## src/rtl/msg_ram_pkg.sv

```systemverilog
// Shared definitions for the message RAM, its loader and its sequential reader.
package msg_ram_pkg;

    localparam int unsigned MSG_WIDTH  = 16;
    localparam int unsigned MEM_HEIGHT = 32;
    localparam int unsigned ADDR       = 5;

    // Loader/reader control states; encoding is shared with the reader side.
    typedef enum logic [1:0] {
        IDLE = 2'd0,
        LOAD = 2'd1,
        DONE = 2'd2
    } ram_state_e;

endpackage

```

## src/rtl/msg_ram_csum.sv

```systemverilog
// Running modulo-2^width sum of accepted message words.
// Only present when LOADER_CHECKSUM_EN is defined.
`ifdef LOADER_CHECKSUM_EN
module msg_ram_csum #(
    parameter int unsigned width = 16
) (
    input  logic             clk,
    input  logic             rst,
    input  logic             clear,
    input  logic             accept,
    input  logic [width-1:0] data,
    output logic [width-1:0] csum
);

    // Accumulate on every accepted word; cleared when a new load starts.
    always_ff @(posedge clk or posedge rst) begin
        if (rst) begin
            csum <= '0;
        end else if (clear) begin
            csum <= '0;
        end else if (accept) begin
            csum <= csum + data;
        end
    end

endmodule
`endif

```

## src/rtl/msg_ram_loader.sv

```systemverilog
// Write-side companion of the message RAM: takes a valid/ready stream of
// messages and writes them to sequential RAM addresses starting at 0.
// Optional LOADER_CHECKSUM_EN adds a csum output summing accepted words.
module msg_ram_loader
    import msg_ram_pkg::*;
#(
    parameter int unsigned msg_width  = MSG_WIDTH,
    parameter int unsigned mem_height = MEM_HEIGHT,
    parameter int unsigned addr       = ADDR
) (
    input  logic                 clk,
    input  logic                 rst,
    input  logic                 start,
    input  logic                 s_valid,
    input  logic [msg_width-1:0] s_data,
    input  logic                 s_last,
    output logic                 s_ready,
    output logic                 we,
    output logic [addr-1:0]      w_addr,
    output logic [msg_width-1:0] data_in,
    output logic                 busy,
    output logic                 done,
    output logic [addr:0]        count,
    output logic                 full
`ifdef LOADER_CHECKSUM_EN
    ,
    output logic [msg_width-1:0] csum
`endif
);

    // Last legal address; compared explicitly so non-power-of-2 depths work.
    localparam logic [addr-1:0] LAST_PTR = addr'(mem_height - 1);

    ram_state_e      state;
    ram_state_e      state_nx;
    logic [addr-1:0] ptr;
    logic            accept;
    logic            load_start;
    logic            at_end;

    // Handshake and event decode shared by the FSM and datapath.
    assign s_ready    = (state == LOAD);
    assign busy       = (state == LOAD);
    assign accept     = s_valid & s_ready;
    assign load_start = (state == IDLE) & start;
    assign at_end     = (ptr == LAST_PTR);

    // State register.
    always_ff @(posedge clk or posedge rst) begin
        if (rst) begin
            state <= IDLE;
        end else begin
            state <= state_nx;
        end
    end

    // Next-state logic: a frame ends on s_last or when the RAM is full.
    always_comb begin
        state_nx = state;
        case (state)
            IDLE: begin
                if (start) begin
                    state_nx = LOAD;
                end
            end
            LOAD: begin
                if (accept && (s_last || at_end)) begin
                    state_nx = DONE;
                end
            end
            DONE: begin
                state_nx = IDLE;
            end
            default: begin
                state_nx = IDLE;
            end
        endcase
    end

    // Write port, pointer, counters and completion flags.
    always_ff @(posedge clk or posedge rst) begin
        if (rst) begin
            ptr     <= '0;
            we      <= 1'b0;
            w_addr  <= '0;
            data_in <= '0;
            done    <= 1'b0;
            count   <= '0;
            full    <= 1'b0;
        end else begin
            we   <= accept;
            done <= (state == DONE);
            if (load_start) begin
                ptr   <= '0;
                count <= '0;
                full  <= 1'b0;
            end
            if (accept) begin
                w_addr  <= ptr;
                data_in <= s_data;
                count   <= count + (addr + 1)'(1);
                if (at_end) begin
                    full <= 1'b1;
                end else begin
                    ptr <= ptr + addr'(1);
                end
            end
        end
    end

`ifdef LOADER_CHECKSUM_EN
    // Checksum of the words accepted in the current/last load.
    msg_ram_csum #(
        .width (msg_width)
    ) u_csum (
        .clk    (clk),
        .rst    (rst),
        .clear  (load_start),
        .accept (accept),
        .data   (s_data),
        .csum   (csum)
    );
`endif

endmodule
```

## config.mk

```make
export PLATFORM = sky130hd
export DESIGN_NAME = msg_ram_loader
export DESIGN_NICKNAME = d
export VERILOG_FILES = /design/src/rtl/msg_ram_pkg.sv /design/src/rtl/msg_ram_csum.sv /design/src/rtl/msg_ram_loader.sv
export SDC_FILE = /design/constraint.sdc
export NUM_CORES = 1
export LEC_CHECK = 0
export CORE_AREA = 4 4 85 87
export CTS_CLUSTER_SIZE = 40
export DETAILED_ROUTE_END_ITERATION = 8
export DIE_AREA = 0 0 89 91
export PLACE_DENSITY_LB_ADDON = 0.3
export SLEW_MARGIN = 10
export SYNTH_ARGS = -nofsm -noshare
export SYNTH_HDL_FRONTEND = slang
export SYNTH_SLANG_ARGS = --single-unit
```

## constraint.sdc

```tcl
create_clock -name clk -period 3.99 [get_ports clk]
set_clock_uncertainty 0.15 [all_clocks]
set_input_delay 0.798 -clock clk [delete_from_list [all_inputs] [get_ports clk]]
set_output_delay 0.798 -clock clk [all_outputs]
set_load 0.1 [all_outputs]
```

# --- Word level (Yosys, flattened, before mapping) ---
# Index checks and enable logic that the tools add are counted.
op_classes:
  addsub: 2
  eq_ne: 5
  mux: 11
  bitwise: 2
  reduce_logical: 5
ops:
  columns: ["cell", "n"]
  rows:
  - ["$mux W5", 3]
  - ["$mux W6", 2]
  - ["$add A6 B1 Y6 const B", 1]
  - ["$add A5 B1 Y5 const B", 1]
  - ["$eq A5 B5 Y1 const B", 1]
  - ["$mux W2", 2]
  - ["$pmux W2 S2", 1]
  - ["$mux W1", 3]
  - ["$and A1 B1 Y1", 2]
  - ["$eq A2 B1 Y1 const B", 1]
  - ["$eq A2 B2 Y1 const B", 1]
  - ["$logic_not A2 Y1", 1]
  - ["$ne A2 B1 Y1 const B", 1]
  - ["$ne A2 B2 Y1 const B", 1]
  - ["$reduce_and A2 Y1", 1]
  - ["$reduce_bool A2 Y1", 1]
  - ["$logic_and A1 B1 Y1", 1]
  - ["$logic_or A1 B1 Y1", 1]
totals:
  reg_bits: 37
  out_inout_bits: 32
  word_cells: 33

# --- Depth between registers and ports, before layout ---
# Gate-level depths: netlist of run 1.
logic_depth:
  depth_word: 5
  ltp_mapped: 7
  mapped_depth_nobuf: 6

# --- Worst setup path after synthesis of run 1 ---
# No wires, ideal clock.
synth_timing:
  path_type: "register -> output"
  startpoint: "register state[1]"
  endpoint: "output port s_ready"
  t_arrival_ps: 1333
  slack_ps: 1709
  stages_incl_launch_ff: 3
  n_path_buf: 1
  path_cell_list: "dfrtp_1 > and2b_2 > buf_4"
synth_via:
  elab_chain_len: 1
synth_lines:
  columns: ["element", "line_no", "text"]
  rows:
  - ["start: declaration", "msg_ram_loader.sv:34", "ram_state_e state;"]
  - ["start signal: assignment", "msg_ram_loader.sv:53", "state <= state_nx;"]
  - ["$eq A2 B1 Y1", null, null]
  - ["end: declaration", "msg_ram_loader.sv:17", "output logic s_ready,"]
# Every way passes these cells.

# --- Final worst setup path of run 1 ---
layout_timing:
  startpoint: "register state[1]"
  endpoint: "output port s_ready"
layout_via:
  elab_chain_len: 1
layout_lines:
  columns: ["element", "line_no", "text"]
  rows:
  - ["$eq A2 B1 Y1", "msg_ram_loader.sv:42", "assign s_ready = (state == LOAD);"]
# Every way passes these cells.

==> results of run 1 <==
report_power, final:
part / switching (mW) / internal [mW] / total, mW
Combinational: 0.796 / 0.247 / 1.04
Sequential: 0.0880 / 0.480 / 0.568
Clock: 0.127 / 0.156 / 0.283
Total: 1.01 / 0.883 / 1.89
cell type report:
type	count	area, µm²	area share (%)
Clock buffer	7	96.3	4.27
Clock inverter	1	5.00	0.222
Inverter	2	7.51	0.333
Multi-Input combinational cell	108	592	26.2
Sequential cell	37	926	41.0
Tap cell	77	96.3	4.27
Timing Repair Buffer	54	533	23.6
path summary, 6_finish.rpt:
path | end | slack, ns | from
worst max-delay path | s_ready | 0.95 | state[1]
max in group asynchronous | data_in[4] | 2.58 | rst
worst min register to register | count[5] | 0.32 | count[5]
min in group asynchronous | done | 0.78 | rst
worst max register to register | ptr[0] | 1.73 | ptr[0]
worst min-delay path | count[5] | 0.32 | count[5]
flip-flops by register name (all words and copies together), names as in the netlist:
name / count
full: 1
state: 2
done: 1
we: 1
count: 6
data_in: 16
w_addr: 5
ptr: 5
layer usage:
layer / part of all wire (%) / vias up / track usage, % / routed length (µm)
li1: - / 609 / - / -
met1: 43 / 574 / 12.5 / 1560
met2: 49 / 25 / 15.2 / 1770
met3: 6.4 / 4 / 3.44 / 231
met4: 0.81 / 0 / 3.35 / 29
met5: 0 / - / 0 / 0
per-stage QoR:
| step | total power [mW] | instances | util [%] | hold WS (ns) |
|---|---|---|---|---|
| floorplan | 1.38 | 155 | - | 0.318 |
| detailed placement | 1.63 | 278 | 33.9 | 0.316 |
| global placement | 1.62 | 278 | 33.9 | 0.308 |
| global route | 1.99 | 286 | 35.5 | 0.361 |
| finish | 1.89 | 286 | 35.5 | 0.324 |
| CTS | 1.92 | 286 | 35.5 | 0.333 |
cells in the final DEF, fill, tap and decap left out:
cell type	instances
nand2_1	70
clkdlybuf4s50_1	51
dfrtp_1	37
clkbuf_8	7
nor2_1	5
nor3b_1	3
mux2i_1	3
ha_1	3
buf_4	3
and3_1	2
nand3_1	2
a22o_2	2
and2b_2	2
a22o_1	2
nand4_1	2
nand3b_4	1
inv_2	1
and4bb_1	1
nand4b_1	1
or3b_1	1
a21oi_1	1
a31oi_1	1
mux2_4	1
mux2i_4	1
mux2_2	1
clkinv_1	1
o22ai_1	1
o21ai_0	1
a211o_1	1
clkinv_2	1
kinds of logic (layout without fill, tap and decap cells):
kind of cell | Yosys count | in the layout
buffers and inverters | 10 | 64
muxes | 6 | 6
and+or+nand+nor | 90 | 90
AOI/OAI and AO/OA | 9 | 9
adders and majority gates | 3 | 3
DFF | 37 | 37
==> flow_summary.yaml, run 1 <==
sta:
  rsz0062_at_grt: "no"
  tightest_slew_ns: 0.988
  period_minus_slack_ns: 3.04
  finalCritPeriodShare_pct: 76.1
  maxSlewViolCount: 0
  finalHoldViolations: 0
  setup_violations: 0
  fmax_ghz: 0.329
  setup_slack_ns: 0.953
  slew_headroom_pct: 33.9
  tns_ns: 0
yosys:
  synth_top_family_by_area: "simple AND/OR/NAND/NOR gates"
  synthMuxAreaShare_pct: 5.00
  ys_top_cells_by_area: "dfrtp_1 59%, nand2_1 17%, ha_1 2.4%"
  syn_inst: 155
  synth.distinct_cells: 30
  synth-adder-area-share_pct: 2.38
  ys_ff_latch: 37
  synth_ff_type: "dfrtp_1"
  synth_most_common_cell: "nand2_1"
  avgSynthCellArea_um2: 10.2
  async_reset_ff_share_pct: 100
  synth_simple_gate_area_share_pct: 25.8
  synth_xor_area_share_pct: 0
  synth_common_cells: "70 x nand2_1, 37 x dfrtp_1, 5 x nor2_1"
  synth_compound_area_share_pct: 4.37
  synth_area_um2: 1580
  synth_warnings: 0
  synth-edff-count: 0
  synth_fp_nets: 179
  synth_top_area_share_pct: 58.7
  post-synth-top-area-cell: "dfrtp_1"
  yosysSeqAreaShare_pct: 58.7
place:
  portBuffers: 52
  dp_slack_ns: 1.15
  dpl.hpwl_mm: 2.54
  gp_congestion: 0.690
  placed_cell_area_um2: 2150
power:
  power.density_nw_per_um2: 840
  p_leak_nw: 1.10
  ir_worst_vdd_mv: 0.303
floorplan:
  initial_core_util_pct: 24.8
  die_area_um2: 8100
  die_h_um: 91
  io_pins: 53
  die_w_um: 89
  core-area_um2: 6350
  row_count: 29
global_route:
  globalRouteTotalUtil_pct: 9.77
  grt_pass1_wl_mm: 6.22
  overflow: 0
  grt_pass1_vias: 1266
  antenna_found_initial: 0
  grt_start_max_net_pins: 38
min_path:
  hold_path_depth: 1
  worstHoldPathType: "reg -> reg"
clocking:
  htree_num_levels: 2
  clockBufferDepth: 2
  cts-root-buf: "clkbuf_8"
  clock-sinks: 37
  clk_pin_slew_ns: 0.07
  clk_latency_ns: 0.28
  cts-resized-gates: 0
  tritoncts.num_buffers: 5
  cts_tree: "yes"
  post_cts_buffers: 0
  ctsHoldBuffers: 0
setup_path:
  crit_chain: "and2b_2 -> clkdlybuf4s50_1"
  arrival_ns: 2.09
  critPathSlowestCell: "clkdlybuf4s50_1"
  crit_buf_inv: 1
  cp.required_ns: 3.04
  cp.depth: 2
  slowest_delay_ns: 1.13
  path_max_fanout: 7
  startpoint_type: "flip-flop"
  worstRegToRegCells: 6
  critPathTopFamily: "buffers and inverters"
  crit_type: "reg -> out"
  endpoint_kind: "output pin"
route:
  drt_first_pass_iters: 3
  routedWlPerCell_um: 12.6
  final_antenna_net_count: 0
  drt-total-wl_mm: 3.59
  drc: 0
  drt-initial-drc-count: 69
  viasPerCell: 4.24
  vias: 1212
run_status:
  status: "finished, final reports clean"
final_layout:
  antenna_cells: 0
  layout-drive-gt1-share_pct: 9.57
  fin_area_um2: 2260
  nFillCells: 631
  final_nets: 232
  area_growth_pct: 43.1
run:
  max_cap_violations: 0
Power figures use the tool's default switching activity.
==> run 2: changes to the inputs <==
==> constraint.sdc (replaced) <==
create_clock -name clk -period 2.7 [get_ports clk]
set_clock_uncertainty 0.15 [all_clocks]
set_input_delay 0.54 -clock clk [delete_from_list [all_inputs] [get_ports clk]]
set_output_delay 0.54 -clock clk [all_outputs]
set_load 0.1 [all_outputs]
==> run 2 against run 1 <==
Sequential power is 48% higher. Setup slack worse by 0.45 ns. Via count rose by 1.3%. Non-clock buffer count increased by 1. Critical path type is now reg -> reg. Critical endpoint is now ptr[2]. Largest power group unchanged.
==> flow_summary.yaml, run 2 (synthesis gave the netlist of run 1 again) <==
setup_path:
  crit_top_cell: "ha_1"
  critPathSlowestCell: "and4bb_1"
  crit_chain: "ha_1 -> and3_1 -> ha_1 -> and4bb_1 -> mux2_4 -> mux2i_4"
  path_max_fanout: 8
  startpoint_type: "flip-flop"
  crit_buf_inv: 0
  crit_type: "reg -> reg"
  arrival_ns: 2.26
  cp.required_ns: 2.77
  critPathTopFamily: "simple AND/OR/NAND/NOR gates"
  endpoint_kind: "flip-flop"
  slowest_delay_ns: 0.45
final_layout:
  largest_reg_flops: 16
  area_growth_pct: 38.7
  regMostFlops: "data_in"
  final_nets: 233
  multiInputGateArea_um2: 592
  reg_top3: "data_in: 16 flops, count: 6 flops"
  antenna_cells: 0
  utilization_pct: 34.4
  layout.cells.most_common_list: "70 x nand2_1, 37 x dfrtp_1, 35 x buf_4, 20 x clkdlybuf4s50_1, 7 x clkbuf_8"
  area.sequential_um2: 926
  layout-drive-gt1-share_pct: 24.8
  nFillCells: 666
  finalNonFillerCells: 287
  final_common_cell: "nand2_1"
global_route:
  globalRouteTotalUtil_pct: 9.80
  antenna_found_initial: 0
  grt_pass1_wl_mm: 6.02
  grtUsageMet1_pct: 12.0
  grt_start_max_net_pins: 38
  overflow: 0
  grt_pass1_vias: 1209
  gr-usage-met3_pct: 3.80
  use_met2_pct: 15.8
  grt_busiest_layer: "met2"
floorplan:
  row_count: 29
  die_w_um: 89
  die_area_um2: 8100
  core-area_um2: 6350
  die_h_um: 91
  initial_core_util_pct: 24.8
  io_pins: 53
sta:
  finalCritPeriodShare_pct: 81.3
  slew_headroom_pct: 66.7
  period_minus_slack_ns: 2.19
  fin_hold_ws_ns: 0.327
  finalHoldViolations: 0
  maxSlewViolCount: 0
  setup_violations: 0
  tns_ns: 0
  fmax_ghz: 0.456
  tightest_slew_ns: 0.500
  rsz0062_at_grt: "no"
clocking:
  clock-sinks: 37
  post_cts_buffers: 0
  cts_tree: "yes"
  clockBufferDepth: 2
  ctsHoldBuffers: 0
  htree_num_levels: 2
  tritoncts.num_buffers: 5
  clk_pin_slew_ns: 0.07
  clk_latency_ns: 0.29
  cts-resized-gates: 0
  cts-root-buf: "clkbuf_8"
route:
  viasPerCell: 4.28
  drc: 0
  routedWlPerCell_um: 12.8
  drt_first_pass_iters: 4
  drt-initial-drc-count: 47
  final_antenna_net_count: 0
  drt-total-wl_mm: 3.67
  vias: 1228
power:
  ir_worst_vdd_mv: 0.474
  power.density_nw_per_um2: 1270
  fin_total_pwr_mw: 2.77
  p_leak_nw: 1.15
place:
  portBuffers: 52
  placed_cells: 279
  dpl.hpwl_mm: 2.45
  gp_congestion: 0.716
run_status:
  status: "finished, final reports clean"
min_path:
  worstHoldPathType: "reg -> reg"
run:
  max_cap_violations: 0
[run 2: final timing paths]
path                        startpoint          end  slack [ns]  cells past startpoint
setup reg to reg                ptr[0]       ptr[2]        0.51                      6
min in group asynchronous          rst     count[5]        0.51                      3
hold reg to reg            data_in[15]  data_in[15]        0.33                      2
hold / removal             data_in[15]  data_in[15]        0.33                      2
setup / recovery                ptr[0]       ptr[2]        0.51                      6
max in group asynchronous          rst  data_in[11]        1.53                      3
[run 2: power breakdown]
group	leakage (nW)	total [mW]	switching, mW	internal, mW
Sequential	0.473	0.839	0.131	0.709
Combinational	0.621	1.50	1.17	0.322
Clock	0.0542	0.432	0.201	0.231
Total	1.15	2.77	1.51	1.26
[run 2: final cells by class]
type                            instances  area share (%)
Clock inverter                          1           0.229
Multi-Input combinational cell        108            27.1
Sequential cell                        37            42.4
Timing Repair Buffer                   55            21.2
Clock buffer                            7            4.41
Tap cell                               77            4.41
Inverter                                2           0.343
[run 2: metal layers]
metal	wire, µm	vias to the layer above
met5	0	-
met4	46	0
li1	-	608
met2	1850	25
met1	1580	589
met3	196	6
[run 2: through the flow]
stage	area (µm²)	worst slack, ns
floorplan	1580	0.673
global placement	2080	0.526
detailed placement	2080	0.527
CTS	2190	0.499
global route	2190	0.422
finish	2190	0.506
[run 2: worst register-to-register path, delay by kind of cell, from the launching register on]
kind                       cells  cell delay, ns
muxes                          2            0.46
adders and majority gates      2            0.44
DFF                            1            0.43
and+or+nand+nor                2            0.64
==> run 3: changes to the inputs <==
==> constraint.sdc (replaced) <==
create_clock -name clk -period 2 [get_ports clk]
set_clock_uncertainty 0.15 [all_clocks]
set_input_delay 0.4 -clock clk [delete_from_list [all_inputs] [get_ports clk]]
set_output_delay 0.4 -clock clk [all_outputs]
set_load 0.1 [all_outputs]
==> run 3 against run 2 <==
Fmax rose by 13%. Utilization is 7.7 points higher. Design area rose by 22%. Global-route usage up 0.50 points. Non-clock buffer count is 9 higher. Count of clock-buffer cells in the layout is the same. Critical endpoint unchanged. Highest routed layer unchanged.
==> flow_summary.yaml, run 3 (synthesis gave the netlist of run 1 again) <==
global_route:
  grt_pass1_vias: 1292
  antenna_found_initial: 0
  grt_start_max_net_pins: 24
  grt_pass1_wl_mm: 6.40
  globalRouteTotalUtil_pct: 10.3
  overflow: 0
power:
  power.density_nw_per_um2: 1640
  ir_worst_vdd_mv: 1.03
  p_leak_nw: 1.31
route:
  routedWlPerCell_um: 12.6
  drt_first_pass_iters: 4
  final_antenna_net_count: 0
  vias: 1285
  drt-met1-wl_mm: 1.53
  drt-total-wl_mm: 3.74
  viasPerCell: 4.34
  dr_wl_met3_um: 278
  top_layer: "met4"
  drc: 0
  drt-initial-drc-count: 36
  wl_met2_mm: 1.89
final_layout:
  largest_reg_flops: 16
  utilization_pct: 42.1
  reg_top3: "data_in: 16 flops, count: 6 flops"
  layout-drive-gt1-share_pct: 29.2
  final_nets: 242
  area_growth_pct: 69.7
  nFillCells: 618
  antenna_cells: 0
  regMostFlops: "data_in"
  finalNonFillerCells: 296
  layout.cells.most_common_list: "70 x nand2_1, 37 x dfrtp_1, 33 x buf_12, 20 x clkdlybuf4s50_1, 11 x buf_4"
  final_common_cell: "nand2_1"
clocking:
  cts_tree: "yes"
  cts-root-buf: "clkbuf_8"
  clockBufferDepth: 2
  clock-sinks: 37
  ctsHoldBuffers: 0
  htree_num_levels: 2
  tritoncts.num_buffers: 5
  clk_pin_slew_ns: 0.08
  clk_latency_ns: 0.29
setup_path:
  arrival_ns: 2.01
  crit_type: "reg -> reg"
  worstRegToRegCells: 6
  crit_chain: "ha_2 -> and3_1 -> ha_2 -> and4bb_2 -> mux2_4 -> mux2i_4"
  startpoint: "ptr[1]"
  critPathSlowestCell: "dfrtp_1"
  crit_buf_inv: 0
  slowest_delay_ns: 0.40
  endpoint_kind: "flip-flop"
  path_max_fanout: 3
  rrSetupSlack_ns: 0.06
  crit_top_cell: "ha_2"
  worstReg2RegEnd: "ptr[2]"
  cp.required_ns: 2.07
  startpoint_type: "flip-flop"
  r2r-start: "ptr[1]"
  critPathTopFamily: "simple AND/OR/NAND/NOR gates"
sta:
  setup_violations: 0
  fmax_ghz: 0.516
  setup_slack_ns: 0.0619
  finalHoldViolations: 0
  tightest_slew_ns: 0.580
  period_minus_slack_ns: 1.94
  rsz0062_at_grt: "no"
  slew_headroom_pct: 61.1
  maxSlewViolCount: 0
  tns_ns: 0
  finalCritPeriodShare_pct: 96.9
place:
  placed_cells: 287
  portBuffers: 52
  dpl.hpwl_mm: 2.81
  dp_slack_ns: 0.0497
  gp_congestion: 0.777
floorplan:
  core-area_um2: 6350
  die_h_um: 91
  initial_core_util_pct: 24.8
  io_pins: 53
  die_w_um: 89
  row_count: 29
  die_area_um2: 8100
run_status:
  status: "finished, final reports clean"
run:
  max_cap_violations: 0
min_path:
  worstHoldPathType: "in -> async"
-- run 3: cell count changes in the layout (fill, tap and decap cells not counted), sizes merged --
| cell | delta |
|---|---|
| buf | +9 |
| clkinv | -1 |
| inv | +1 |
-- run 3: worst max-delay path by stage --
stage / to / slack (ns) / cells after the start
floorplan: ptr[2] / 0.002 / 7
global placement: ptr[0] / 0.08 / 4
detailed placement: ptr[0] / 0.05 / 4
CTS: ptr[2] / 0.03 / 6
global route: ptr[2] / 0.009 / 6
finish: ptr[2] / 0.06 / 6
-- run 3: per-stage QoR --
| stage | cell area (µm²) | total power, mW | hold slack (ns) |
|---|---|---|---|
| after floorplan | 1580 | 2.75 | 0.318 |
| after global placement | 2560 | 3.80 | 0.346 |
| after detailed placement | 2560 | 3.81 | 0.356 |
| after CTS | 2670 | 4.43 | 0.260 |
| after global routing | 2680 | 4.59 | 0.279 |
| final | 2680 | 4.38 | 0.248 |
-- run 3: power by group --
| part | internal [mW] | switching [mW] | leakage [nW] |
|---|---|---|---|
| Combinational | 0.942 | 1.64 | 0.784 |
| Clock | 0.318 | 0.281 | 0.0549 |
| Sequential | 0.957 | 0.244 | 0.473 |
-- run 3: worst register-to-register path, cell delays in order (launching register included) --
cell and delay [ns]:
dfrtp_1 0.40, ha_2 0.19, and3_1 0.19, ha_2 0.17
and4bb_2 0.33, mux2_4 0.32, mux2i_4 0.12
-- run 3: metal layers --
metal  vias to the layer above  global-route usage (%)
li1                        631                       -
met1                       617                    12.6
met2                        30                    16.0
met3                         7                    4.89
met4                         0                    3.35
met5                         -                       0
-- run 3: area by class of cell --
cell class | count | area, µm² | area share (%)
Inverter | 2 | 7.51 | 0.281
Timing Repair Buffer | 64 | 943 | 35.3
Clock inverter | 1 | 8.76 | 0.327
Sequential cell | 37 | 926 | 34.6
Clock buffer | 7 | 96.3 | 3.60
Tap cell | 77 | 96.3 | 3.60
Multi-Input combinational cell | 108 | 597 | 22.3
-- run 3: repair_timing --
action | CTS | global route
resized for setup | 0 | 2
setup endpoints to repair | 0 | 2
setup buffers | 0 | 1
